## src/rtl/pad_cfg_sequencer_pkg.sv

```systemverilog
// Shared constants for the pad configuration sequencer: pad count, register
// offsets, CTRL/STATUS bit positions, sequencer states and reset direction.
package pads_cfg_pkg;

    localparam int NPAD = 44;

    // Per-pad oe_n after reset (1 = input).
    localparam logic [43:0] DEF_RST_OEN = 44'hC70003FFFBD;

    // Register offsets (wbs_adr_i[7:0]).
    localparam logic [7:0] OFS_SHD_OEN_LO  = 8'h00;
    localparam logic [7:0] OFS_SHD_OEN_HI  = 8'h04;
    localparam logic [7:0] OFS_SHD_REN_LO  = 8'h08;
    localparam logic [7:0] OFS_SHD_REN_HI  = 8'h0C;
    localparam logic [7:0] OFS_CTRL        = 8'h10;
    localparam logic [7:0] OFS_STATUS      = 8'h14;
    localparam logic [7:0] OFS_LIVE_OEN_LO = 8'h18;
    localparam logic [7:0] OFS_LIVE_OEN_HI = 8'h1C;

    // CTRL and STATUS bit positions.
    localparam int CTRL_COMMIT_BIT  = 0;
    localparam int CTRL_CLR_OVR_BIT = 1;
    localparam int STAT_BUSY_BIT    = 0;
    localparam int STAT_OVR_BIT     = 1;
    localparam int STAT_TURN_LSB    = 8;

    // Commit sequencer states.
    typedef enum logic [1:0] {
        ST_IDLE    = 2'd0,
        ST_RELEASE = 2'd1,
        ST_WAIT    = 2'd2,
        ST_DRIVE   = 2'd3
    } seq_state_t;

endpackage

```

## src/rtl/pad_cfg_sequencer_wb_regs.sv

```systemverilog
// Wishbone slave for the pad sequencer: address decode, single-cycle ack,
// OEN/REN shadow registers with byte selects, read mux, and the commit /
// overrun-clear pulses that feed the sequencer.
module pad_cfg_wb_regs #(
    parameter int              NPAD      = pads_cfg_pkg::NPAD,
    parameter logic [19:0]     BASE_ADDR = 20'h30007,
    parameter int              TURN_CYC  = 4,
    parameter logic [NPAD-1:0] RST_OEN   = pads_cfg_pkg::DEF_RST_OEN
) (
    input  logic            clk,
    input  logic            resetb,
    input  logic            wbs_stb_i,
    input  logic            wbs_cyc_i,
    input  logic            wbs_we_i,
    input  logic [3:0]      wbs_sel_i,
    input  logic [31:0]     wbs_dat_i,
    input  logic [31:0]     wbs_adr_i,
    output logic            wbs_ack_o,
    output logic [31:0]     wbs_dat_o,
    input  logic            busy,
    input  logic            ovr,
    input  logic [NPAD-1:0] live_oen,
    output logic [NPAD-1:0] shd_oen,
    output logic [NPAD-1:0] shd_ren,
    output logic            commit,
    output logic            clr_ovr
);
    import pads_cfg_pkg::*;

    localparam int HI_W = NPAD - 32;

    logic        access;
    logic        wr;
    logic [7:0]  ofs;
    logic [31:0] wmask;
    logic [31:0] rdata;
    logic        unused_adr;

    // Bits 11:8 of the address are not part of the decode.
    assign unused_adr = ^wbs_adr_i[11:8];

    // The ~ack term makes a held strobe complete on alternate cycles.
    assign access  = wbs_cyc_i & wbs_stb_i & (wbs_adr_i[31:12] == BASE_ADDR) & ~wbs_ack_o;
    assign ofs     = wbs_adr_i[7:0];
    assign wr      = access & wbs_we_i;
    assign commit  = wr & (ofs == OFS_CTRL) & wbs_dat_i[CTRL_COMMIT_BIT];
    assign clr_ovr = wr & (ofs == OFS_CTRL) & wbs_dat_i[CTRL_CLR_OVR_BIT];

    // Expand byte selects into a per-bit write mask.
    generate
        for (genvar gi = 0; gi < 4; gi++) begin : g_lane
            assign wmask[8*gi +: 8] = {8{wbs_sel_i[gi]}};
        end
    endgenerate

    // Read data mux; unmapped and write-only offsets read zero.
    always_comb begin
        rdata = '0;
        case (ofs)
            OFS_SHD_OEN_LO:  rdata = shd_oen[31:0];
            OFS_SHD_OEN_HI:  rdata[HI_W-1:0] = shd_oen[NPAD-1:32];
            OFS_SHD_REN_LO:  rdata = shd_ren[31:0];
            OFS_SHD_REN_HI:  rdata[HI_W-1:0] = shd_ren[NPAD-1:32];
            OFS_STATUS: begin
                rdata[STAT_BUSY_BIT]         = busy;
                rdata[STAT_OVR_BIT]          = ovr;
                rdata[STAT_TURN_LSB +: 8]    = 8'(TURN_CYC);
            end
            OFS_LIVE_OEN_LO: rdata = live_oen[31:0];
            OFS_LIVE_OEN_HI: rdata[HI_W-1:0] = live_oen[NPAD-1:32];
            default:         rdata = '0;
        endcase
    end

    // Bus handshake: one-cycle ack, read data valid only alongside ack.
    always_ff @(posedge clk or negedge resetb) begin
        if (!resetb) begin
            wbs_ack_o <= 1'b0;
            wbs_dat_o <= '0;
        end else begin
            wbs_ack_o <= access;
            wbs_dat_o <= (access & ~wbs_we_i) ? rdata : '0;
        end
    end

    // Shadow register writes, byte-lane masked; independent of the sequencer.
    always_ff @(posedge clk or negedge resetb) begin
        if (!resetb) begin
            shd_oen <= RST_OEN;
            shd_ren <= '1;
        end else if (wr) begin
            case (ofs)
                OFS_SHD_OEN_LO: shd_oen[31:0] <= (shd_oen[31:0] & ~wmask) | (wbs_dat_i & wmask);
                OFS_SHD_OEN_HI: shd_oen[NPAD-1:32] <= (shd_oen[NPAD-1:32] & ~wmask[HI_W-1:0])
                                                      | (wbs_dat_i[HI_W-1:0] & wmask[HI_W-1:0]);
                OFS_SHD_REN_LO: shd_ren[31:0] <= (shd_ren[31:0] & ~wmask) | (wbs_dat_i & wmask);
                OFS_SHD_REN_HI: shd_ren[NPAD-1:32] <= (shd_ren[NPAD-1:32] & ~wmask[HI_W-1:0])
                                                      | (wbs_dat_i[HI_W-1:0] & wmask[HI_W-1:0]);
                default: ;
            endcase
        end
    end

endmodule

```

## src/rtl/pad_cfg_sequencer.sv

```systemverilog
// Pad direction/pull sequencer. A commit applies the shadow OEN/REN values
// break-before-make: release drivers first, hold off for TURN_CYC cycles if
// any pad is about to start driving, then enable new drivers and pulls.
module pad_cfg_sequencer #(
    parameter int              NPAD      = pads_cfg_pkg::NPAD,
    parameter logic [19:0]     BASE_ADDR = 20'h30007,
    parameter int              TURN_CYC  = 4,
    parameter logic [NPAD-1:0] RST_OEN   = pads_cfg_pkg::DEF_RST_OEN
) (
    input  logic            clk,
    input  logic            resetb,
    input  logic            wbs_stb_i,
    input  logic            wbs_cyc_i,
    input  logic            wbs_we_i,
    input  logic [3:0]      wbs_sel_i,
    input  logic [31:0]     wbs_dat_i,
    input  logic [31:0]     wbs_adr_i,
    output logic            wbs_ack_o,
    output logic [31:0]     wbs_dat_o,
    output logic [NPAD-1:0] oe_n,
    output logic [NPAD-1:0] re_n,
    output logic            busy
);
    import pads_cfg_pkg::*;

    seq_state_t      state;
    logic [7:0]      cnt;
    logic [NPAD-1:0] oe_q;
    logic [NPAD-1:0] re_q;
    logic [NPAD-1:0] tgt_oen;
    logic [NPAD-1:0] tgt_ren;
    logic [NPAD-1:0] shd_oen;
    logic [NPAD-1:0] shd_ren;
    logic            ovr;
    logic            commit;
    logic            clr_ovr;
    logic            new_drv;

    pad_cfg_wb_regs #(
        .NPAD      (NPAD),
        .BASE_ADDR (BASE_ADDR),
        .TURN_CYC  (TURN_CYC),
        .RST_OEN   (RST_OEN)
    ) u_regs (
        .clk       (clk),
        .resetb    (resetb),
        .wbs_stb_i (wbs_stb_i),
        .wbs_cyc_i (wbs_cyc_i),
        .wbs_we_i  (wbs_we_i),
        .wbs_sel_i (wbs_sel_i),
        .wbs_dat_i (wbs_dat_i),
        .wbs_adr_i (wbs_adr_i),
        .wbs_ack_o (wbs_ack_o),
        .wbs_dat_o (wbs_dat_o),
        .busy      (busy),
        .ovr       (ovr),
        .live_oen  (oe_q),
        .shd_oen   (shd_oen),
        .shd_ren   (shd_ren),
        .commit    (commit),
        .clr_ovr   (clr_ovr)
    );

    assign busy    = (state != ST_IDLE);
    // Pads that are inputs now but will drive once the targets land.
    assign new_drv = |(oe_q & ~tgt_oen);

    // Reset overrides the pads combinationally so they float with pulls on.
    assign oe_n = resetb ? oe_q : '1;
    assign re_n = resetb ? re_q : '0;

    // Commit sequencer: capture targets, release, turnaround wait, drive.
    always_ff @(posedge clk or negedge resetb) begin
        if (!resetb) begin
            state   <= ST_IDLE;
            cnt     <= 8'd0;
            oe_q    <= RST_OEN;
            re_q    <= '1;
            tgt_oen <= RST_OEN;
            tgt_ren <= '1;
        end else begin
            case (state)
                ST_IDLE: begin
                    if (commit) begin
                        tgt_oen <= shd_oen;
                        tgt_ren <= shd_ren;
                        state   <= ST_RELEASE;
                    end
                end
                ST_RELEASE: begin
                    oe_q <= oe_q | tgt_oen;
                    if (new_drv) begin
                        cnt   <= 8'(TURN_CYC - 1);
                        state <= ST_WAIT;
                    end else begin
                        state <= ST_DRIVE;
                    end
                end
                ST_WAIT: begin
                    if (cnt == 8'd0) begin
                        state <= ST_DRIVE;
                    end else begin
                        cnt <= cnt - 8'd1;
                    end
                end
                ST_DRIVE: begin
                    oe_q  <= tgt_oen;
                    re_q  <= tgt_ren;
                    state <= ST_IDLE;
                end
                default: state <= ST_IDLE;
            endcase
        end
    end

    // Sticky overrun flag for commits issued while a sequence is running.
    always_ff @(posedge clk or negedge resetb) begin
        if (!resetb) begin
            ovr <= 1'b0;
        end else if (clr_ovr) begin
            ovr <= 1'b0;
        end else if (commit && busy) begin
            ovr <= 1'b1;
        end
    end

endmodule

```

## config.mk

```make
export PLATFORM = sky130hd
export DESIGN_NAME = pad_cfg_sequencer
export DESIGN_NICKNAME = d
export VERILOG_FILES = /design/src/rtl/pad_cfg_sequencer_pkg.sv /design/src/rtl/pad_cfg_sequencer_wb_regs.sv /design/src/rtl/pad_cfg_sequencer.sv
export SDC_FILE = /design/constraint.sdc
export NUM_CORES = 1
export LEC_CHECK = 0
export CORE_ASPECT_RATIO = 0.9
export CORE_MARGIN = 2
export CORE_UTILIZATION = 29
export DETAILED_ROUTE_END_ITERATION = 16
export PLACE_DENSITY = 0.47
export SKIP_LAST_GASP = 1
export SYNTH_ARGS = -nofsm -noshare
export SYNTH_HDL_FRONTEND = slang
export SYNTH_SLANG_ARGS = --single-unit
```

## constraint.sdc

```tcl
create_clock -name clk -period 4.71 [get_ports clk]
set_clock_uncertainty 0.15 [all_clocks]
set_input_delay 0.942 -clock clk [delete_from_list [all_inputs] [get_ports clk]]
set_output_delay 0.942 -clock clk [all_outputs]
set_load 0.01 [all_outputs]
```

Word level (Yosys, flattened, before mapping)
Index checks and enable logic that the tools add are counted.

Reductions and logical operators: 16. $add $sub $neg: 1. Eq/ne operators: 15. Bitwise gates (word level): 25. Mux-type cells: 18.

Operators with widths (count): AND 32 bit (3); two-way mux 44 bit (2); case mux 44 bit (2 select lines) (1); OR 32 bit (2); case mux 16 bit (3 select lines) (1); AND 44 bit (1); inverter 44 bit (1); OR 44 bit (1); OR reduction 44 bit (1); AND 12 bit (3); case mux 6 bit (6 select lines) (1); equality test 8 x 5 -> 1 bit, second input constant (4); two-way mux 32 bit (1); inverter 32 bit (1); case mux 4 bit (7 select lines) (1); OR 12 bit (2); equality test 20 x 18 -> 1 bit, second input constant (1); equality test 8 x 4 -> 1 bit, second input constant (2); zero test 8 bit (2); two-way mux 8 bit (2); case mux 8 bit (2 select lines) (1); case mux 2 bit (7 select lines) (1); inverter 12 bit (1); case mux 4 bit (3 select lines) (1); 15 further kinds (38).

Output and inout port bits: 122. Bits of input ports: 73. Flip-flop bits (word level): 308. Logic and storage cells: 88.

Longest topological paths before layout
Gate-level depths: netlist (run 1).

Depth in word-level cells: 9. Mapped depth: 9. Depth with buffers taken out: 8.

Cells and area by module
A second synthesis (run 1) with hierarchy kept.

Cell total of the unflattened synthesis: 1180. Area total of the unflattened synthesis: 14318.7 um^2.

Modules (own cells, without submodules): pad_cfg_sequencer (cells each 716, area each 8391.8 um^2, instances 1, sequential area each 4852.2 um^2); pad_cfg_wb_regs (cells each 464, area each 5926.9 um^2, instances 1, sequential area each 3114.2 um^2).

Least setup slack after synthesis (run 1)
Ideal clock, no wire load.

Kind: input to register. Start: in wbs_adr_i[20]. End: reg tgt_oen[34]. Required time: 4433 ps. Slack: 1471 ps. Buffers on the path: 3. Data arrival time: 2962 ps. Library setup time: 127 ps. Cell stages on the path: 8. Cell sequence: or4b_1 -> nor4_2 -> nand4_1 -> buf_4 -> nor4_4 -> buf_2 -> buf_6 -> mux2_1.

Cells in the longest elaborated chain, start to end: 7.

Ends and longest elaborated chain: from (decl) (line pad_cfg_sequencer.sv:17) `input logic [31:0] wbs_adr_i,`; equality test 20 x 18 -> 1 bit (line pad_cfg_sequencer_wb_regs.sv:43) `assign access = wbs_cyc_i & wbs_stb_i & (wbs_adr_i[31:12] == BASE_ADDR) & ~wbs_ack_o;`; AND 1 bit (2 in a row) (line pad_cfg_sequencer_wb_regs.sv:43); AND 1 bit (line pad_cfg_sequencer_wb_regs.sv:45) `assign wr = access & wbs_we_i;`; AND 1 bit (2 in a row) (line pad_cfg_sequencer_wb_regs.sv:46) `assign commit = wr & (ofs == OFS_CTRL) & wbs_dat_i[CTRL_COMMIT_BIT];`; AND reduction 2 bit (no source line); to (signal assigned) (line pad_cfg_sequencer.sv:85) `tgt_oen <= shd_oen;`; to (decl) (line pad_cfg_sequencer.sv:30) `logic [NPAD-1:0] tgt_oen;`.

Every way passes these cells. A chain may end at the register's enable or synchronous reset.

Final worst setup path (run 1)
Start: in wbs_adr_i[20]. End: reg u_regs.wbs_dat_o[9].

Cells in the longest elaborated chain, start to end: 5.

Ends and longest elaborated chain: equality test 20 x 18 -> 1 bit (line pad_cfg_sequencer_wb_regs.sv:43); AND 1 bit (2 in a row) (line pad_cfg_sequencer_wb_regs.sv:43); AND 1 bit (line pad_cfg_sequencer_wb_regs.sv:82) `wbs_dat_o <= (access & ~wbs_we_i) ? rdata : '0;`; two-way mux 32 bit (line pad_cfg_sequencer_wb_regs.sv:82); to (signal assigned) (line pad_cfg_sequencer_wb_regs.sv:82); to (decl) (line pad_cfg_sequencer_wb_regs.sv:19) `output logic [31:0] wbs_dat_o,`.

Every way passes these cells.

==> results of run 1 <==
[power by group]
| group | total (mW) | switching, mW | leakage, nW | internal, mW |
|---|---|---|---|---|
| Clock | 2.88 | 1.11 | 0.602 | 1.77 |
| Combinational | 0.239 | 0.129 | 3.03 | 0.110 |
| Sequential | 2.66 | 0.0000127 | 3.54 | 2.66 |
| Total | 5.77 | 1.24 | 7.17 | 4.53 |
[worst max-delay path: stages]
cell and delay (ns):
clkdlybuf4s50_1 0.41, or4b_1 0.55, nor4_2 0.16, nand4_1 0.11, buf_4 0.22, or2_1 0.40
or3_1 0.60, a21oi_1 0.31
[worst paths after layout]
kind / startpoint / endpoint / slack [ns] / cells past startpoint
min in group clk: tgt_oen[37] / oe_q[37] / 0.33 / 2
min: resetb / u_regs.wbs_dat_o[5] / 0.13 / 1
max reg2reg: tgt_oen[7] / cnt[2] / 1.88 / 6
max: wbs_adr_i[20] / u_regs.wbs_dat_o[9] / 1.26 / 8
min reg2reg: tgt_oen[37] / oe_q[37] / 0.33 / 2
max in group asynchronous: resetb / asynchronous set/reset pin / 3.26 / 3
[kinds of logic (layout without fill, tap and decap cells)]
kind of cell / count (synthesis) / after routing / synth area share
AOI/OAI and AO/OA: 155 / 155 / 0.0693
adders and majority gates: 6 / 6 / 0.00555
buffers and inverters: 114 / 357 / 0.0335
DFF: 308 / 308 / 0.589
muxes: 234 / 234 / 0.200
other: 0 / 2 / 0
and+or+nand+nor: 269 / 269 / 0.103
[per-layer routing]
layer / vias up / share of wire
met5: - / 0.0013
met4: 8 / 0.018
met3: 52 / 0.060
met2: 211 / 0.46
met1: 4676 / 0.46
li1: 4200 / -
[Yosys cell counts, types with 4 or more instances]
master,count
nor2b_1,5
nand2b_1,24
nor3_1,4
mux2_1,8
a221oi_1,5
ha_1,6
and2_1,45
nor4_1,7
nor2_1,21
mux2_2,215
mux2i_1,4
inv_1,56
mux4_2,7
buf_2,11
o2111ai_1,7
or3_1,4
nand2_1,130
a21oi_1,36
o21ai_0,59
o22ai_1,8
clkbuf_1,43
a22oi_1,29
dfrtp_1,101
dfstp_2,207
[layout by cell type, fill, tap and decap left out, drive strengths merged, types with 6 or more instances in the layout]
cell / n
clkinv: 6
inv: 56
a21oi: 36
mux2: 223
nand2: 130
and2: 46
dfstp: 207
ha: 6
o22ai: 8
o2111ai: 7
nor3: 9
mux4: 7
nand2b: 24
clkbuf: 55
nor2: 26
nor4: 9
a22oi: 29
or2: 6
clkdlybuf4s50: 189
buf: 47
o21ai: 59
dfrtp: 101
[stage by stage]
step | power, mW | utilization
finish | 5.77 | 0.381
global route | 5.99 | 0.381
CTS | 5.87 | 0.381
detailed placement | 2.94 | 0.355
global placement | 2.94 | 0.355
floorplan | 2.74 | -
[area by class of cell]
type                            count  area, µm²
Clock inverter                     10        128
Fill cell                        4532      28700
Sequential cell                   308       7970
Antenna cell                        2       5.00
Clock buffer                       55       1090
Tap cell                          616        771
Inverter                           56        210
Timing Repair Buffer              236       2360
Multi-Input combinational cell    664       5140
==> summary.txt, run 1 <==
STA
  – Slew @ Worst Pin: 0.866 ns
  – Unrepaired setup endpoints after global routing: false
  – Final TNS setup: 0 ns
  – Worst slew margin: 0.422
  – WHS: 0.134 ns
  – Hold Fails Final Rpt: 0
  – Period minus WS final: 3.45 ns
  – Final Setup Violations: 0
  – Final worst slack: 1.26 ns
  – Max Freq: 290 MHz
  – Max-slew violations: 0
  – Period utilization: 0.733

Route
  – DR pass1 iterations: 4
  – Residual DRC: 0
  – Routed Antenna Nets: 0
  – Via density per instance: 4.70
  – DRT Wirelength: 39.8 mm
  – Vias: 9147
  – Drt wl/cell: 20.5 µm
  – First DRT Iteration DRCs: 570

Place
  – Placed inst area: 16400 µm²
  – GP Congestion: 0.788
  – IO buf count: 190
  – DP Worst Slack: 0.744 ns
  – DP HPWL: 28.0 mm
  – Placed cells: 1880

Synthesis
  – Top-area cell type share of the netlist area: 0.402
  – Number of flops mapped to enable cells by yosys: 0
  – Synth Instances: 1086
  – Netlist Area Pre-Place: 13500 µm²
  – Ys async rst share: 1.00
  – Mapped Avg Cell Area: 12.5 µm²
  – Syn. warnings: 0
  – Most used flip-flop cell after synthesis: dfstp_2
  – Syn Nets: 1165
  – Top cells by area, synth: dfstp_2, dfrtp_1, mux2_2, nand2_1, o21ai_0
  – Yosys top cell by area: dfstp_2
  – Post-synthesis register bit count: 308
  – Part of the Yosys area used for sequential elements: 0.589
  – Netlist cell types: 53

Clock tree
  – CTS clk-pin slew, worst paths: 0.06 ns
  – Clock buffer depth: 3
  – H-tree Lvls: 2
  – Post-cts sizing count: 0
  – Worst-skew pair later-pin latency: 0.54 ns
  – Clock Sink Count: 308
  – Root Driver: clkbuf_16
  – CTS Hold Bufs: 0
  – Post-CTS Setup Bufs: 0
  – CTS tree: done
  – Num CTS Buffers: 37

Power
  – Pleak: 7.17 nW
  – Worst VDD drop: 0.169 mV
  – Power Density: 327 nW/µm²

Setup path
  – CP Data Required Time: 4.97 ns
  – Critical path type: primary input to register
  – Setup crit end kind: register
  – Critical Path Start Type: primary input
  – Worst Path Max Fanout: 11
  – Arr. time, crit path: 3.72 ns

Finish
  – Fin nets: 1382
  – Final instance area: 17700 µm²
  – Post-Layout Cell Count: 1947
  – Share of cells above drive strength 1: 0.415
  – Area delta synth->final: 30.7%

Global routing
  – Vias in the first global route: 9454
  – Routing usage on met1: 0.228
  – GR Overflow Total: 0
  – Global Route met2 Usage: 0.256
  – First-pass GRT wire length: 60.3 mm
  – Largest net degree at the start of global routing: 57
  – M3 GR Usage: 0.0449
  – GRT Max-Usage Layer: met2
  – Initial antenna violation count: 5
  – Gr usage total: 0.165

Floorplan
  – Initial Util: 0.292
  – FP Rows: 75
  – Die Span X: 232 µm
  – Area of the core: 46400 µm²
  – Die Ht: 209 µm
  – Die area: 48400 µm²
  – I/O Pins: 195

Flow run
  – Max capacitance violation total: 0

Status
  – Status: complete, no violations

Hold path
  – Min-delay worst type: primary input to asynchronous set/reset pin
No activity file was read; power rests on OpenSTA's default activity.
==> run 2: changes to the inputs <==
- PLACE_DENSITY: 0.47 -> 0.49
- clock period: 4.71 -> 3.1 ns (I/O delays scaled with it)
==> summary.txt, run 2 (same netlist as run 1, synthesis figures left out) <==
Status
  – Status: complete, no violations

Clock tree
  – Root Driver: clkbuf_16
  – Clock buffer depth: 3 (unchanged)
  – Worst-skew pair later-pin latency: 0.54 ns (about the same)
  – Post-cts sizing count: 0 (unchanged)
  – CTS tree: done
  – H-tree Lvls: 2 (unchanged)
  – Num CTS Buffers: 35 (-5.4%)
  – CTS clk-pin slew, worst paths: 0.06 ns (about the same)
  – Clock Sink Count: 308 (unchanged)

Route
  – Met3 Wirelength: 1.97 mm (-18%)
  – Residual DRC: 0 (unchanged)
  – DR pass1 iterations: 5 (+1)
  – Vias: 9293 (+1.6%)
  – Wl on met1: 19.0 mm (+3.0%)
  – Via density per instance: 4.68 (-0.40%)
  – DRT Wirelength: 40.3 mm (+1.1%)
  – Top sig layer: met5
  – First DRT Iteration DRCs: 456 (-20%)
  – Routed Antenna Nets: 0 (unchanged)
  – Drt wl/cell: 20.3 µm (-0.85%)
  – Metal2 WL: 18.6 mm (+1.9%)

Global routing
  – Gr usage total: 0.167 (+0.00200)
  – First-pass GRT wire length: 61.1 mm (+1.4%)
  – Initial antenna violation count: 2 (-3)
  – Vias in the first global route: 9721 (+2.8%)
  – Largest net degree at the start of global routing: 89 (+56%)
  – GR Overflow Total: 0 (unchanged)

Setup path
  – Setup crit end kind: register
  – Reg-to-reg startpoint: tgt_oen[7]
  – Worst R2R Setup Slack: 0.48 ns (-1.40 ns)
  – Critical path type: primary input to register
  – Critical Path Start Type: primary input
  – Arr. time, crit path: 3.23 ns (-0.49 ns)
  – Worst R2R Path Depth: 7 (+1)
  – CP Data Required Time: 3.42 ns (-1.55 ns)
  – Worst Path Max Fanout: 7 (-4)
  – Reg2reg end: cnt[6]

Place
  – IO buf count: 190 (unchanged)
  – GP Congestion: 0.788 (unchanged)
  – Placed cells: 1922 (+2.2%)
  – Placed inst area: 16900 µm² (+2.9%)
  – DP HPWL: 28.6 mm (+2.2%)

Floorplan
  – Initial Util: 0.292 (unchanged)
  – Die Ht: 209 µm (unchanged)
  – Area of the core: 46400 µm² (unchanged)
  – FP Rows: 75 (unchanged)
  – Die area: 48400 µm² (unchanged)
  – I/O Pins: 195 (unchanged)
  – Die Span X: 232 µm (unchanged)

Finish
  – Share of cells above drive strength 1: 0.433 (+0.0186)
  – Final instance area: 18100 µm² (+2.4%)
  – Area delta synth->final: 33.8%
  – Fin nets: 1423 (+3.0%)
  – Most frequent cells in the layout: mux2_2, dfstp_2, clkdlybuf4s50_1
  – Post-Layout Cell Count: 1986 (+2.0%)
  – Commonest non-fill, non-tap cell in the layout: mux2_2
  – FILL cells: 4476 (-1.2%)

Power
  – Sequential Power Share: 0.472 (+0.012)
  – Worst VDD drop: 0.396 mV (+130%)
  – Sw frac: 0.219 (+0.00396)
  – Power Total: 8.55 mW (+48%)
  – Psw: 1.87 mW (+51%)
  – Combinational share of power: 0.044 (+0.003)
  – Power Density: 473 nW/µm² (+45%)
  – Clock power share: 0.484 (-0.014)
  – Internal: 6.68 mW (+47%)
  – Pleak: 7.40 nW (+3.2%)

STA
  – Hold Fails Final Rpt: 0 (unchanged)
  – Final Setup Violations: 0 (unchanged)
  – Period utilization: 0.939
  – Period minus WS final: 2.91 ns
  – Unrepaired setup endpoints after global routing: false
  – Slew @ Worst Pin: 0.524 ns (-0.342 ns)
  – Max Freq: 343 MHz
  – Worst slew margin: 0.647 (+0.224)
  – Max-slew violations: 0 (unchanged)

Flow run
  – Max capacitance violation total: 0 (unchanged)

Hold path
  – Min-delay worst type: primary input to asynchronous set/reset pin
==> run 2: changes by cell type in the layout (fill, tap and decap cells not counted), sizes merged <==
cell / delta
buf: +42
bufinv: -3
clkbuf: -1
clkinv: +1
diode: -1
dlygate4sd3: +1
==> run 2: power by group through the flow <==
stage                     logic (mW)  clock network, mW  registers, mW
final                          0.380               4.14           4.04
after global routing           0.416               4.44           4.03
after CTS                      0.391               4.27           4.03
after detailed placement       0.387                  0           4.10
after global placement         0.386                  0           4.10
after floorplan               0.0725                  0           4.10
==> run 2: through the flow <==
stage	setup slack, ns	util	hold WS [ns]	TNS (ns)
after floorplan	0.183	-	0.174	0
after global placement	-0.405	0.365	0.319	-39.68
after detailed placement	-0.338	0.365	0.327	-37.74
after CTS	0.169	0.390	0.0727	0
after global routing	0.101	0.390	0.0935	0
final	0.188	0.390	0.0649	0
==> run 2: final cells by class <==
class                      instances  area (µm²)  area share
clock buffer                      54        1110      0.0614
antenna                            1        2.50    0.000138
clock inverter                     8        46.3     0.00256
sequential                       308        7970       0.440
tap                              616         771      0.0426
multi-input combinational        664        5140       0.284
timing repair buffer             279        2850       0.158
inverter                          56         210      0.0116
==> run 2: worst max-delay path by stage <==
stage,from,end,slack [ns],cells after the start
finish,wbs_adr_i[20],u_regs.wbs_dat_o[10],0.19,9
detailed placement,wbs_adr_i[1],u_regs.wbs_dat_o[6],-0.34,9
CTS,state[0],busy,0.17,4
floorplan,wbs_adr_i[20],tgt_oen[34],0.18,8
global placement,wbs_adr_i[1],u_regs.wbs_dat_o[6],-0.41,9
global route,wbs_adr_i[20],u_regs.wbs_dat_o[10],0.10,9
==> run 2: routing by layer <==
layer  global-route usage  vias to the layer above
met5                    0                        -
met3               0.0303                       47
met2                0.262                      209
met1                0.237                     4742
met4               0.0458                        2
li1                     -                     4293
==> run 2: repair_timing <==
item,CTS,global route
hold endpoints to repair,2,0
setup endpoints to repair,0,0
buffers inserted,0,0
hold buffers,1,0
==> run 2: worst max-delay path, stage by stage <==
cell,delay (ns)
clkdlybuf4s50_1,0.39
or4b_1,0.54
nor4_2,0.16
nand4_1,0.13
buf_4,0.19
or2_1,0.25
or3_1,0.54
nor2_1,0.26
buf_4,0.14
